==> src/rtl/pipeline_hazard_controller_if.sv <==
// Decode-side bundle of the hazard controller: instruction in decode, branch outcome
// from EX, and the stall/issue/flush/forwarding controls handed back to the pipeline.
interface pipeline_hazard_controller_if;
    logic        ins_valid;
    logic [31:0] ins;
    logic        br_resolved;
    logic        br_taken;
    logic        stall;
    logic        issue;
    logic        flush;
    logic        ex_valid;
    logic [1:0]  mux_sel_A;
    logic [1:0]  mux_sel_B;

    modport master (
        output ins_valid, ins, br_resolved, br_taken,
        input  stall, issue, flush, ex_valid, mux_sel_A, mux_sel_B
    );

    modport slave (
        input  ins_valid, ins, br_resolved, br_taken,
        output stall, issue, flush, ex_valid, mux_sel_A, mux_sel_B
    );
endinterface

==> src/rtl/pipeline_hazard_controller.sv <==
// Decode-stage sequencer for a 5-stage MIPS pipeline: tracks EX/MEM/WB destinations,
// picks EX operand forwarding, stalls on load-use and conditional jumps, squashes after jumps.
module pipeline_hazard_controller #(
    parameter int REG_W   = 5,
    parameter bit R0_ZERO = 1'b1
) (
    input  logic                          clk,
    input  logic                          reset,
    pipeline_hazard_controller_if.slave   bus
);

    typedef enum logic [1:0] {
        S_RUN    = 2'd0,
        S_BRWAIT = 2'd1,
        S_JFLUSH = 2'd2
    } state_t;

    typedef struct packed {
        logic             valid;
        logic             writes;
        logic             is_ld;
        logic [REG_W-1:0] dest;
    } slot_t;

    localparam logic [1:0] SEL_RF  = 2'b00;
    localparam logic [1:0] SEL_EX  = 2'b01;
    localparam logic [1:0] SEL_MEM = 2'b10;
    localparam logic [1:0] SEL_IMM = 2'b11;

    state_t     state_q;
    slot_t      ex_q, mem_q, wb_q;
    logic       flush_q;
    logic [1:0] sel_a_q, sel_b_q;

    // Instruction decode
    logic [5:0]       opcode;
    logic             is_jmp, is_cj, is_ld, is_st, is_imm, is_alu;
    logic             writes, reads_a, reads_b;
    logic [REG_W-1:0] dest, src_a, src_b;

    assign opcode = bus.ins[31:26];
    assign dest   = bus.ins[21 +: REG_W];
    assign src_a  = bus.ins[16 +: REG_W];
    assign src_b  = bus.ins[11 +: REG_W];

    assign is_jmp = (opcode == 6'b011000);
    assign is_cj  = (opcode[5:2] == 4'b0111);
    assign is_ld  = (opcode == 6'b010100);
    assign is_st  = (opcode == 6'b010101);
    assign is_imm = (opcode[5:3] == 3'b001);
    assign is_alu = ~(is_jmp | is_cj | is_ld | is_st | is_imm);

    assign writes  = is_alu | is_imm | is_ld;
    assign reads_a = ~is_jmp;
    assign reads_b = is_alu | is_cj | is_st;

    function automatic logic depends(input slot_t s, input logic rd, input logic [REG_W-1:0] src);
        return s.valid && s.writes && rd && (s.dest == src) && (!R0_ZERO || (src != '0));
    endfunction

    logic hit_ex_a, hit_mem_a, hit_wb_a;
    logic hit_ex_b, hit_mem_b, hit_wb_b;
    logic load_use;

    assign hit_ex_a  = depends(ex_q,  reads_a, src_a);
    assign hit_mem_a = depends(mem_q, reads_a, src_a);
    assign hit_wb_a  = depends(wb_q,  reads_a, src_a);
    assign hit_ex_b  = depends(ex_q,  reads_b, src_b);
    assign hit_mem_b = depends(mem_q, reads_b, src_b);
    assign hit_wb_b  = depends(wb_q,  reads_b, src_b);

    // A load still in EX has no data yet; the consumer must wait one cycle for MEM.
    assign load_use = ex_q.is_ld & (hit_ex_a | hit_ex_b);

    // Most recent producer wins; a WB hit reads the write-first register file.
    logic [1:0] sel_a_d, sel_b_d;
    always_comb begin
        sel_a_d = SEL_RF;
        if (hit_ex_a)       sel_a_d = SEL_EX;
        else if (hit_mem_a) sel_a_d = SEL_MEM;
        else if (hit_wb_a)  sel_a_d = SEL_RF;

        sel_b_d = SEL_RF;
        if (is_imm)         sel_b_d = SEL_IMM;
        else if (hit_ex_b)  sel_b_d = SEL_EX;
        else if (hit_mem_b) sel_b_d = SEL_MEM;
        else if (hit_wb_b)  sel_b_d = SEL_RF;
    end

    logic issue_c, stall_c;
    always_comb begin
        issue_c = 1'b0;
        stall_c = 1'b0;
        case (state_q)
            S_RUN: begin
                issue_c = bus.ins_valid & ~load_use;
                stall_c = bus.ins_valid &  load_use;
            end
            S_BRWAIT: stall_c = 1'b1;
            default: ;
        endcase
    end

    slot_t dec_slot;
    always_comb begin
        dec_slot        = '0;
        dec_slot.valid  = 1'b1;
        dec_slot.writes = writes;
        dec_slot.is_ld  = is_ld;
        dec_slot.dest   = dest;
    end

    always_ff @(posedge clk or negedge reset) begin
        if (!reset) begin
            state_q <= S_RUN;
            ex_q    <= '0;
            mem_q   <= '0;
            wb_q    <= '0;
            flush_q <= 1'b0;
            sel_a_q <= SEL_RF;
            sel_b_q <= SEL_RF;
        end else begin
            wb_q    <= mem_q;
            mem_q   <= ex_q;
            flush_q <= 1'b0;
            if (issue_c) begin
                ex_q    <= dec_slot;
                sel_a_q <= sel_a_d;
                sel_b_q <= sel_b_d;
            end else begin
                ex_q    <= '0;
                sel_a_q <= SEL_RF;
                sel_b_q <= SEL_RF;
            end

            case (state_q)
                S_RUN: begin
                    if (issue_c && is_jmp) begin
                        state_q <= S_JFLUSH;
                        flush_q <= 1'b1;
                    end else if (issue_c && is_cj) begin
                        state_q <= S_BRWAIT;
                    end
                end
                S_BRWAIT: begin
                    if (bus.br_resolved) begin
                        if (bus.br_taken) begin
                            state_q <= S_JFLUSH;
                            flush_q <= 1'b1;
                        end else begin
                            state_q <= S_RUN;
                        end
                    end
                end
                default: state_q <= S_RUN;
            endcase
        end
    end

    assign bus.stall     = stall_c;
    assign bus.issue     = issue_c;
    assign bus.flush     = flush_q;
    assign bus.ex_valid  = ex_q.valid;
    assign bus.mux_sel_A = sel_a_q;
    assign bus.mux_sel_B = sel_b_q;

    // Immediate/funct bits and the WB load flag carry no hazard information.
    logic unused_bits;
    assign unused_bits = ^{bus.ins[10:0], wb_q.is_ld};

endmodule

==> src/flat_wrapper.sv <==
// flat-port wrapper written by rule: the top's interface ports become plain ports
module pipeline_hazard_controller_flat 
#(
    parameter int REG_W   = 5,
    parameter bit R0_ZERO = 1'b1
)
  (clk, reset, bus_ins_valid, bus_ins, bus_br_resolved, bus_br_taken, bus_stall, bus_issue, bus_flush, bus_ex_valid, bus_mux_sel_A, bus_mux_sel_B);
  pipeline_hazard_controller_if bus_i ();
  input  logic clk;
  input  logic reset;
  input wire logic [$bits(bus_i.ins_valid)-1:0] bus_ins_valid;
  input wire logic [$bits(bus_i.ins)-1:0] bus_ins;
  input wire logic [$bits(bus_i.br_resolved)-1:0] bus_br_resolved;
  input wire logic [$bits(bus_i.br_taken)-1:0] bus_br_taken;
  output wire logic [$bits(bus_i.stall)-1:0] bus_stall;
  output wire logic [$bits(bus_i.issue)-1:0] bus_issue;
  output wire logic [$bits(bus_i.flush)-1:0] bus_flush;
  output wire logic [$bits(bus_i.ex_valid)-1:0] bus_ex_valid;
  output wire logic [$bits(bus_i.mux_sel_A)-1:0] bus_mux_sel_A;
  output wire logic [$bits(bus_i.mux_sel_B)-1:0] bus_mux_sel_B;
  assign bus_i.ins_valid = bus_ins_valid;
  assign bus_i.ins = bus_ins;
  assign bus_i.br_resolved = bus_br_resolved;
  assign bus_i.br_taken = bus_br_taken;
  assign bus_stall = bus_i.stall;
  assign bus_issue = bus_i.issue;
  assign bus_flush = bus_i.flush;
  assign bus_ex_valid = bus_i.ex_valid;
  assign bus_mux_sel_A = bus_i.mux_sel_A;
  assign bus_mux_sel_B = bus_i.mux_sel_B;
  pipeline_hazard_controller #(.REG_W(REG_W), .R0_ZERO(R0_ZERO)) u_core (.clk(clk), .reset(reset), .bus(bus_i));
endmodule
==> config.mk <==
export PLATFORM = sky130hd
export DESIGN_NAME = pipeline_hazard_controller_flat
export DESIGN_NICKNAME = d
export VERILOG_FILES = /design/src/rtl/pipeline_hazard_controller_if.sv /design/src/rtl/pipeline_hazard_controller.sv /design/src/flat_wrapper.sv
export SDC_FILE = /design/constraint.sdc
export NUM_CORES = 1
export LEC_CHECK = 0
export ABC_AREA = 1
export ABC_CLOCK_PERIOD_IN_PS = 2650
export CORE_MARGIN = 2
export CORE_UTILIZATION = 30
export DETAILED_ROUTE_END_ITERATION = 10
export HOLD_SLACK_MARGIN = 0.05
export SYNTH_ARGS = -nofsm -noshare
export SYNTH_HDL_FRONTEND = slang
export SYNTH_SLANG_ARGS = --single-unit
==> constraint.sdc <==
create_clock -name clk -period 2.65 [get_ports clk]
set_clock_uncertainty 0.05 [all_clocks]
set_input_delay 0.265 -clock clk [delete_from_list [all_inputs] [get_ports clk]]
set_output_delay 0.265 -clock clk [all_outputs]
set_load 0.05 [all_outputs]
==> results of run 1 <==
## power groups by stage
stage	Sequential (mW)	Clock, mW	Combinational, mW
after floorplan	0.378	0	0.0759
after global placement	0.372	0	0.158
after detailed placement	0.372	0	0.160
after CTS	0.365	0.314	0.160
after global routing	0.368	0.328	0.175
final	0.365	0.307	0.158
## worst max path at each step
| stage | slack [ns] | from | to | cells after the start |
|---|---|---|---|---|
| 2_1_floorplan | 0.74 | u_core.bus.ex_valid$_DFF_PN0_ | bus_stall | 8 |
| 3_3_place_gp | 0.53 | bus_ins[13] | bus_stall | 12 |
| 5_1_grt | 0.36 | bus_ins[13] | bus_stall | 12 |
| 4_1_cts | 0.51 | bus_ins[13] | bus_stall | 12 |
| 3_5_place_dp | 0.53 | bus_ins[13] | bus_stall | 12 |
| 6_report | 0.55 | bus_ins[13] | bus_stall | 12 |
## logic make-up after synthesis
| kind of cell | share of synthesized area, % |
|---|---|
| AND/OR/NAND/NOR | 34.1 |
| XOR/XNOR | 7.14 |
| flip-flops | 44.9 |
| buffers and inverters | 8.57 |
| AO/OA/AOI/OAI | 5.31 |
## state kept, by name (all words and copies together) (netlist names)
register              flops
u_core.bus.mux_sel_B      2
u_core.ex_q               7
u_core.mem_q              7
u_core.bus.mux_sel_A      2
u_core.state_q            2
u_core.bus.ex_valid       1
u_core.bus.flush          1
## layer usage
layer  part of all wire (%)  GRT usage [%]  up-vias  wire [microns]
li1                       -              -      548               -
met1                     49           15.8      476            1200
met2                     46           18.8       21            1110
met3                    3.8           1.48        4              92
met4                    1.6           4.50        0              38
met5                      0              0        -               0
## cell type report
type / count / share of cell area, %
Inverter: 25 / 5.47
Clock inverter: 1 / 1.75
Timing Repair Buffer: 35 / 21.3
Sequential cell: 22 / 32.1
Tap cell: 50 / 3.65
Multi-Input combinational cell: 108 / 33.3
Clock buffer: 3 / 2.41
## cell usage in the layout, fill, tap and decap left out, drive strengths merged
master | netlist | final
inv | 25 | 25
nor2 | 39 | 39
a21oi | 2 | 2
bufinv | 0 | 1
nand4 | 3 | 3
clkbuf | 0 | 3
xnor2 | 9 | 9
nand2 | 33 | 33
dfrtp | 22 | 22
or2 | 1 | 1
o211ai | 1 | 1
buf | 1 | 4
o21ai | 8 | 8
nand3 | 8 | 8
clkdlybuf4s50 | 0 | 31
nand3b | 2 | 2
xor2 | 1 | 1
a21boi | 1 | 1
## metrics by stage
step                      worst slack (ns)  power (mW)  instance area [sq um]
after floorplan                      0.741       0.454                   1230
after global placement               0.531       0.530                   1640
after detailed placement             0.528       0.532                   1640
after CTS                            0.508       0.840                   1710
after global routing                 0.364       0.871                   1710
final                                0.553       0.830                   1710
==> flow_summary.json, run 1 <==
{
  "status": "finished clean",
  "clockRootBuffer": "clkbuf_8",
  "fp-row-count": 23,
  "min_period_ns": 2.10,
  "synth.ff_latch_count": 22,
  "multi_input_area_sq_um": 571,
  "clkPwrFrac_pct": 36.9,
  "critPathBufInv": 3,
  "yosysWarnings": 0,
  "critical_path_arrival_ns": 1.78,
  "combPwrFrac_pct": 19.0,
  "synth_area_leader_cell": "dfrtp_1",
  "grt_pass1_vias": 975,
  "criticalPathCategory": "primary input to primary output",
  "r2r_setup_slack_ns": 1.05,
  "finalHoldViolCount": 0,
  "crit_path_max_fanout": 3,
  "relSlewSlack_pct": 66.7,
  "power.internal_mw": 0.631,
  "synth_edf_count": 0,
  "final-seq-area_sq_um": 551,
  "setup_tns_ns": 0,
  "place_hpwl_mm": 2.00,
  "yosysTopAreaCellShare_pct": 44.9,
  "synth_flop_cell": "dfrtp_1",
  "end_kind": "primary output",
  "diodes": 0,
  "cp.required_ns": 2.34,
  "whs_ns": 0.304,
  "wire_per_inst_microns": 10.0,
  "cp_slowest_cell": "clkdlybuf4s50_1",
  "antenna_found_initial": 0,
  "cts_buffers": 3,
  "powerDensity_nw_per_um2": 484,
  "gp_congestion": 0.788,
  "fill_cells": 415,
  "clk_pin_slew_worst_paths_ns": 0.08,
  "syn-num-nets": 193,
  "die_h_microns": 67.9,
  "synthCells": 156,
  "area_growth_pct": 39.8,
  "worstReg2RegStart": "u_core.ex_q[0]$_DFF_PN0_",
  "nNetsFinal": 232,
  "synth.cells.most_frequent": "nand2_1, nor2_1, dfrtp_1, inv_1, nor2_2",
  "maxCapViolations": 0,
  "cp_cell_sequence": "clkdlybuf4s50_1, inv_1, nand2_1, o21ai_0, nor2_1, nand2_1, nor2_2, nand2_2, nand2_2, nand4_1, nand2_1, buf_12",
  "grt.total_usage_pct": 11.6,
  "switchingPower_mw": 0.199,
  "portBuffers": 33,
  "start_util_pct": 30.9,
  "clockBufferDepth": 2,
  "startpoint_type": "primary input",
  "post_cts_buffers": 0,
  "ctsResizeCount": 0,
  "setup_viol": 0,
  "core-area_sq_um": 3970,
  "ctsHoldBuffers": 0,
  "drv_slew": 0,
  "worst_path_largest_cell_delay_ns": 0.50,
  "dieArea_sq_um": 4610,
  "r2r_end": "u_core.bus.mux_sel_B[1]$_DFF_PN0_",
  "dp_cells": 240,
  "cts.sinks": 22,
  "fp.dieW_microns": 67.9,
  "postLayoutCoreUtil_pct": 43.2,
  "htreeDepth": 1,
  "power_leakage_nw": 0.820,
  "swShare_pct": 24.0,
  "ant_nets": 0,
  "drtIter0Drc": 27,
  "yosysMostFrequentCell": "nand2_1",
  "synth_area_sq_um": 1230,
  "ff2ff_path_depth": 9,
  "drive_gt1_share_pct": 16.0,
  "grt.overflow.total": 0,
  "async_flop_share_pct": 100,
  "num_vias": 1049,
  "worstMarginPinSlew_ns": 0.499,
  "cts_tree": "yes",
  "rsz0062_at_grt": "no",
  "grt_first_pass_wirelength_mm": 4.05,
  "grt_max_degree": 23,
  "dr.pass1.iters": 4,
  "drcViolationCount": 0,
  "yosysUniqueCellTypes": 22,
  "stdcell_count": 244,
  "worstSkewPairLatency_ns": 0.26,
  "fmax_mhz": 477,
  "min_path_type": "primary input to async pin",
  "cp_common_cell": "nand2_1",
  "crit_family": "buffers and inverters",
  "synthTopCellsByArea": "dfrtp_1, nand2_1, nor2_1",
  "fin_crit_sh_pct": 79.1,
  "ys_seq_area_share_pct": 44.9,
  "boundaryPins": 45,
  "ir_drop_v": 0.000176,
  "drt-vias-per-instance": 4.30,
  "p_seq_share_pct": 44.0,
  "wl_mm": 2.45,
  "avgSynthCellArea_sq_um": 7.86
}
Power figures use the tool's default switching activity.
==> run 2, diff against run 1 <==
Settings changed: ABC_CLOCK_PERIOD_IN_PS 2650 to 2020.
Clock period 2.65 ns to 2.02 ns, I/O delays scaled along.
==> run 2 against run 1 <==
Compared with the run above: core utilization grew 2.0 points; non-clock buffer count increased by 8; sequential share of layout area shrank 1.4 points; largest power group unchanged; critical path type unchanged; final area rose by 4.6%; flip-flop and latch count is the same; worst setup slack lost 0.49 ns; critical path depth down 2; combinational power rose by 39%.
==> flow_summary.json, run 2 (synthesis gave the netlist of run 1 again) <==
{
  "fp-row-count": 23,
  "crit_path_max_fanout": 3,
  "cts_tree": "yes",
  "final-seq-area_sq_um": 551,
  "dieArea_sq_um": 4610,
  "wire_per_inst_microns": 10.3,
  "core-area_sq_um": 3970,
  "drcViolationCount": 0,
  "grt.total_usage_pct": 12.2,
  "status": "finished clean",
  "clk_pin_slew_worst_paths_ns": 0.08,
  "min_path_type": "primary input to async pin",
  "r2r_setup_slack_ns": 0.40,
  "setup_tns_ns": 0,
  "min_period_ns": 1.96,
  "worstSkewPairLatency_ns": 0.26,
  "rsz0062_at_grt": "yes",
  "fill_cells": 409,
  "relSlewSlack_pct": 66.7,
  "antenna_found_initial": 0,
  "cts.sinks": 22,
  "diodes": 0,
  "cp.required_ns": 1.77,
  "swShare_pct": 24.0,
  "ant_nets": 0,
  "area_growth_pct": 46.2,
  "finalPower_mw": 1.10,
  "setup_viol": 0,
  "combPwrFrac_pct": 20.0,
  "boundaryPins": 45,
  "clockBufferDepth": 2,
  "start_util_pct": 30.9,
  "clockRootBuffer": "clkbuf_8",
  "num_vias": 1080,
  "portBuffers": 33,
  "cts_buffers": 3,
  "startpoint_type": "primary input",
  "dr.pass1.iters": 4,
  "reg_top3": "u_core.ex_q (7), u_core.mem_q (7)",
  "drt-vias-per-instance": 4.29,
  "ctsHoldBuffers": 0,
  "place_hpwl_mm": 2.05,
  "end_kind": "primary output",
  "drv_slew": 0,
  "drive_gt1_share_pct": 20.3,
  "ir_drop_v": 0.000245,
  "fin_crit_sh_pct": 97.1,
  "final_common_cell": "clkdlybuf4s50_1",
  "fp.dieW_microns": 67.9,
  "grt_pass1_vias": 1026,
  "grt.overflow.total": 0,
  "criticalPathCategory": "primary input to primary output",
  "critical_path_arrival_ns": 1.71,
  "nNetsFinal": 240,
  "grt_max_degree": 23,
  "finalHoldViolCount": 0,
  "power_leakage_nw": 0.876,
  "multi_input_area_sq_um": 583,
  "powerDensity_nw_per_um2": 613,
  "power.internal_mw": 0.835,
  "gp_congestion": 0.766,
  "grt_first_pass_wirelength_mm": 4.33,
  "wl_mm": 2.59,
  "fmax_mhz": 510,
  "switchingPower_mw": 0.264,
  "maxCapViolations": 0,
  "die_h_microns": 67.9,
  "drtIter0Drc": 42,
  "htreeDepth": 1,
  "layout_common_cells": "clkdlybuf4s50_1, nor2_1, nand2_1",
  "clkPwrFrac_pct": 36.4,
  "worstMarginPinSlew_ns": 0.498,
  "p_seq_share_pct": 43.6
}
## run 2: path summary, 6_finish.rpt
kind / from / end / depth (start not counted)
max in group asynchronous: reset / u_core.ex_q[2]$_DFF_PN0_ / 2
hold / removal: reset / u_core.bus.mux_sel_A[0]$_DFF_PN0_ / 2
hold reg to reg: u_core.ex_q[6]$_DFF_PN0_ / u_core.mem_q[6]$_DFF_PN0_ / 0
setup reg to reg: u_core.ex_q[2]$_DFF_PN0_ / u_core.bus.mux_sel_A[1]$_DFF_PN0_ / 12
min in group clk: u_core.ex_q[6]$_DFF_PN0_ / u_core.mem_q[6]$_DFF_PN0_ / 0
setup / recovery: bus_ins[18] / bus_stall / 10
## run 2: cell type report
type	instances	share of cell area [%]
multi-input cells	108	32.5
flip-flops and latches	22	30.7
repair buffers	43	23.9
inverters	25	5.37
well taps	50	3.49
clock buffers	3	2.30
clock inverters	1	1.67
## run 2: worst max-delay path, stage by stage
cell and delay, ns:
clkdlybuf4s50_1 0.55, nor2_1 0.07, nand2_1 0.07, nor2_1 0.05
nor2_1 0.17, nand3_2 0.13, nand2_4 0.11, nand4_1 0.12
nand2_2 0.11, buf_12 0.13
## run 2: metrics by stage
stage	instances	setup WS, ns	instance area (sq um)	utilization, %	hold slack [ns]
detailed placement	243	0.00606	1670	41.9	0.314
global route	252	-0.0753	1790	45.1	0.290
global placement	243	0.0294	1670	41.9	0.314
finish	252	0.0589	1790	45.1	0.238
CTS	247	0.0246	1740	43.7	0.248
floorplan	156	0.174	1230	-	-0.144
## run 2: repair_timing
action                     4_1_cts  5_1_grt
setup endpoints to repair        1        2
gates resized for setup          1        7
hold endpoints to repair         0        0
setup buffers                    0        5
pin swaps                        1        7
## run 2: routing by layer
| layer | global-route usage (%) | vias to the layer above | share of wire [%] |
|---|---|---|---|
| met5 | 0 | - | 0 |
| met4 | 3.75 | 0 | 1.5 |
| met3 | 1.48 | 4 | 3.9 |
| met2 | 20.8 | 22 | 47 |
| met1 | 16.3 | 484 | 48 |
| li1 | - | 570 | - |
## run 2: power by group through the flow
| stage | logic (mW) | registers [mW] | clock network, mW |
|---|---|---|---|
| 2_1_floorplan | 0.0995 | 0.496 | 0 |
| 3_3_place_gp | 0.212 | 0.488 | 0 |
| 3_5_place_dp | 0.214 | 0.489 | 0 |
| 4_1_cts | 0.214 | 0.480 | 0.415 |
| 5_1_grt | 0.243 | 0.483 | 0.423 |
| 6_report | 0.220 | 0.479 | 0.400 |
==> run 3, diff against run 2 <==
Settings changed: ABC_AREA 1 to 0.
==> run 3 against run 2 <==
Compared with the run above: the run now ends with setup timing left; count of clock-buffer cells in the layout is 1 higher; worst setup slack got worse by 0.27 ns; routed wire length grew 20%; register-to-register slack got worse by 0.26 ns; critical endpoint unchanged; largest power group unchanged.
==> flow_summary.json, run 3 <==
{
  "drt-met1-wl_mm": 1.38,
  "ff2ff_path_depth": 6,
  "fill_cells": 363,
  "drtIter0Drc": 60,
  "r2r_end": "u_core.state_q[0]$_DFFE_PN0P_",
  "synth_area_sq_um": 1190,
  "fmax_mhz": 449,
  "wire_per_inst_microns": 13.8,
  "worstSkewPairLatency_ns": 0.26,
  "area_growth_pct": 62.8,
  "gp_congestion": 0.820,
  "place_hpwl_mm": 2.38,
  "grt.total_usage_pct": 15.7,
  "finalPower_mw": 1.05,
  "setup_viol": 2,
  "setup_tns_ns": -0.384,
  "antenna_found_initial": 0,
  "timing.final.ws_setup_ns": -0.209,
  "place_area_sq_um": 1790,
  "fp.dieW_microns": 67.0,
  "layout_common_cells": "buf_4, clkdlybuf4s50_1, dfrtp_1",
  "yosysWarnings": 0,
  "maxCapViolations": 0,
  "fin_crit_sh_pct": 110,
  "clockRootBuffer": "clkbuf_8",
  "postLayoutCoreUtil_pct": 51.8,
  "async_flop_share_pct": 100,
  "clk_pin_slew_worst_paths_ns": 0.07,
  "grt_pass1_vias": 1141,
  "die_h_microns": 67.0,
  "num_vias": 1088,
  "dp_cells": 215,
  "worstReg2RegStart": "u_core.ex_q[3]$_DFF_PN0_",
  "violations": "setup timing",
  "cts_tree": "yes",
  "min_path_type": "primary input to async pin",
  "ctsHoldBuffers": 0,
  "drcViolationCount": 0,
  "crit_start": "bus_ins[17]",
  "nNetsFinal": 215,
  "drt-vias-per-instance": 4.84,
  "cts.sinks": 22,
  "boundaryPins": 45,
  "wl_mm": 3.11,
  "synth_area_leader_cell": "dfrtp_1",
  "portBuffers": 33,
  "rsz0062_at_grt": "yes",
  "worstMarginPinSlew_ns": 0.498,
  "grt.overflow.total": 0,
  "syn-num-nets": 149,
  "diodes": 0,
  "wl_met3_microns": 75,
  "synth_edf_count": 0,
  "wl_met2_mm": 1.62,
  "relSlewSlack_pct": 66.7,
  "final-seq-area_sq_um": 552,
  "min_period_ns": 2.23,
  "final_common_cell": "buf_4",
  "dieArea_sq_um": 4490,
  "powerDensity_nw_per_um2": 541,
  "fin_area_sq_um": 1940,
  "dr.pass1.iters": 4,
  "yosysTopAreaCellShare_pct": 46.2,
  "crit_path_max_fanout": 4,
  "power_leakage_nw": 0.834,
  "ys_seq_area_share_pct": 46.2,
  "stdcell_count": 225,
  "yosysUniqueCellTypes": 31,
  "crit_end": "bus_stall",
  "synth.ff_latch_count": 22,
  "end_kind": "primary output",
  "cts_buffers": 3,
  "dr.max_layer_used": "met4",
  "status": "complete, but fails checks",
  "start_util_pct": 31.8,
  "clockBufferDepth": 2,
  "grt_max_degree": 23,
  "ant_nets": 0,
  "synthCells": 112,
  "criticalPathCategory": "primary input to primary output",
  "r2r_setup_slack_ns": 0.14,
  "avgSynthCellArea_sq_um": 10.6,
  "cp.required_ns": 1.77,
  "core-area_sq_um": 3740,
  "drive_gt1_share_pct": 33.3,
  "grt_first_pass_wirelength_mm": 5.25,
  "startpoint_type": "primary input",
  "synth.cells.most_frequent": "dfrtp_1, xnor2_1, nor2_1",
  "finalHoldViolCount": 0,
  "yosysMostFrequentCell": "dfrtp_1",
  "ir_drop_v": 0.000354,
  "drv_slew": 0,
  "critical_path_arrival_ns": 1.98,
  "reg_top3": "u_core.ex_q (7), u_core.mem_q (7)",
  "synth_flop_cell": "dfrtp_1",
  "fp-row-count": 22,
  "htreeDepth": 1,
  "multi_input_area_sq_um": 683,
  "synthTopCellsByArea": "dfrtp_1, xnor2_1, a211oi_2"
}
run 3: through the flow:
step	setup slack, ns	hold WS, ns
global route	-0.264	0.271
finish	-0.209	0.237
floorplan	0.0200	-0.144
global placement	-0.384	0.334
CTS	-0.222	0.239
detailed placement	-0.416	0.343
run 3: final cells by class:
| class | count | share of cell area, % |
|---|---|---|
| Clock buffer | 4 | 2.32 |
| Sequential cell | 22 | 28.5 |
| Inverter | 5 | 0.968 |
| Multi-Input combinational cell | 82 | 35.2 |
| Tap cell | 48 | 3.10 |
| Timing Repair Buffer | 64 | 29.9 |
run 3: logic make-up after synthesis:
| group | count (synthesis) | synth area share (%) |
|---|---|---|
| DFF | 22 | 46.2 |
| xor gates and xnor gates | 20 | 14.7 |
| buffers and inverters | 8 | 3.15 |
| AOI/OAI and AO/OA | 24 | 18.0 |
| and+or+nand+nor | 38 | 18.0 |
run 3: metal layers:
metal,global-route usage [%],up-vias
met5,0,-
met4,5.61,0
met3,1.52,2
met2,28.6,23
met1,18.9,534
li1,-,529
run 3: repair_timing:
item | CTS | global route
buffers inserted | 7 | 0
endpoints found under the setup margin | 10 | 10
pin swaps | 8 | 4
gates resized for setup | 17 | 3
run 3: where the power goes:
group	internal, mW	switching, mW
logic	0.154	0.132
clock network	0.140	0.137
registers	0.466	0.0207
run 3: worst min-delay path by stage:
stage / end / slack [ns] / depth (start not counted)
6_report: u_core.mem_q[4]$_DFF_PN0_ / 0.24 / 2
5_1_grt: u_core.mem_q[4]$_DFF_PN0_ / 0.27 / 2
4_1_cts: u_core.mem_q[7]$_DFF_PN0_ / 0.24 / 2
3_5_place_dp: u_core.mem_q[7]$_DFF_PN0_ / 0.34 / 0
3_3_place_gp: u_core.mem_q[6]$_DFF_PN0_ / 0.33 / 0
2_1_floorplan: u_core.bus.ex_valid$_DFF_PN0_ / -0.14 / 0
run 3: critical path, stage by stage:
cell	delay (ns)
clkdlybuf4s50_1	0.44
or4_4	0.44
o22ai_2	0.15
or4_4	0.15
a21bo_4	0.24
a21bo_4	0.22
buf_12	0.14
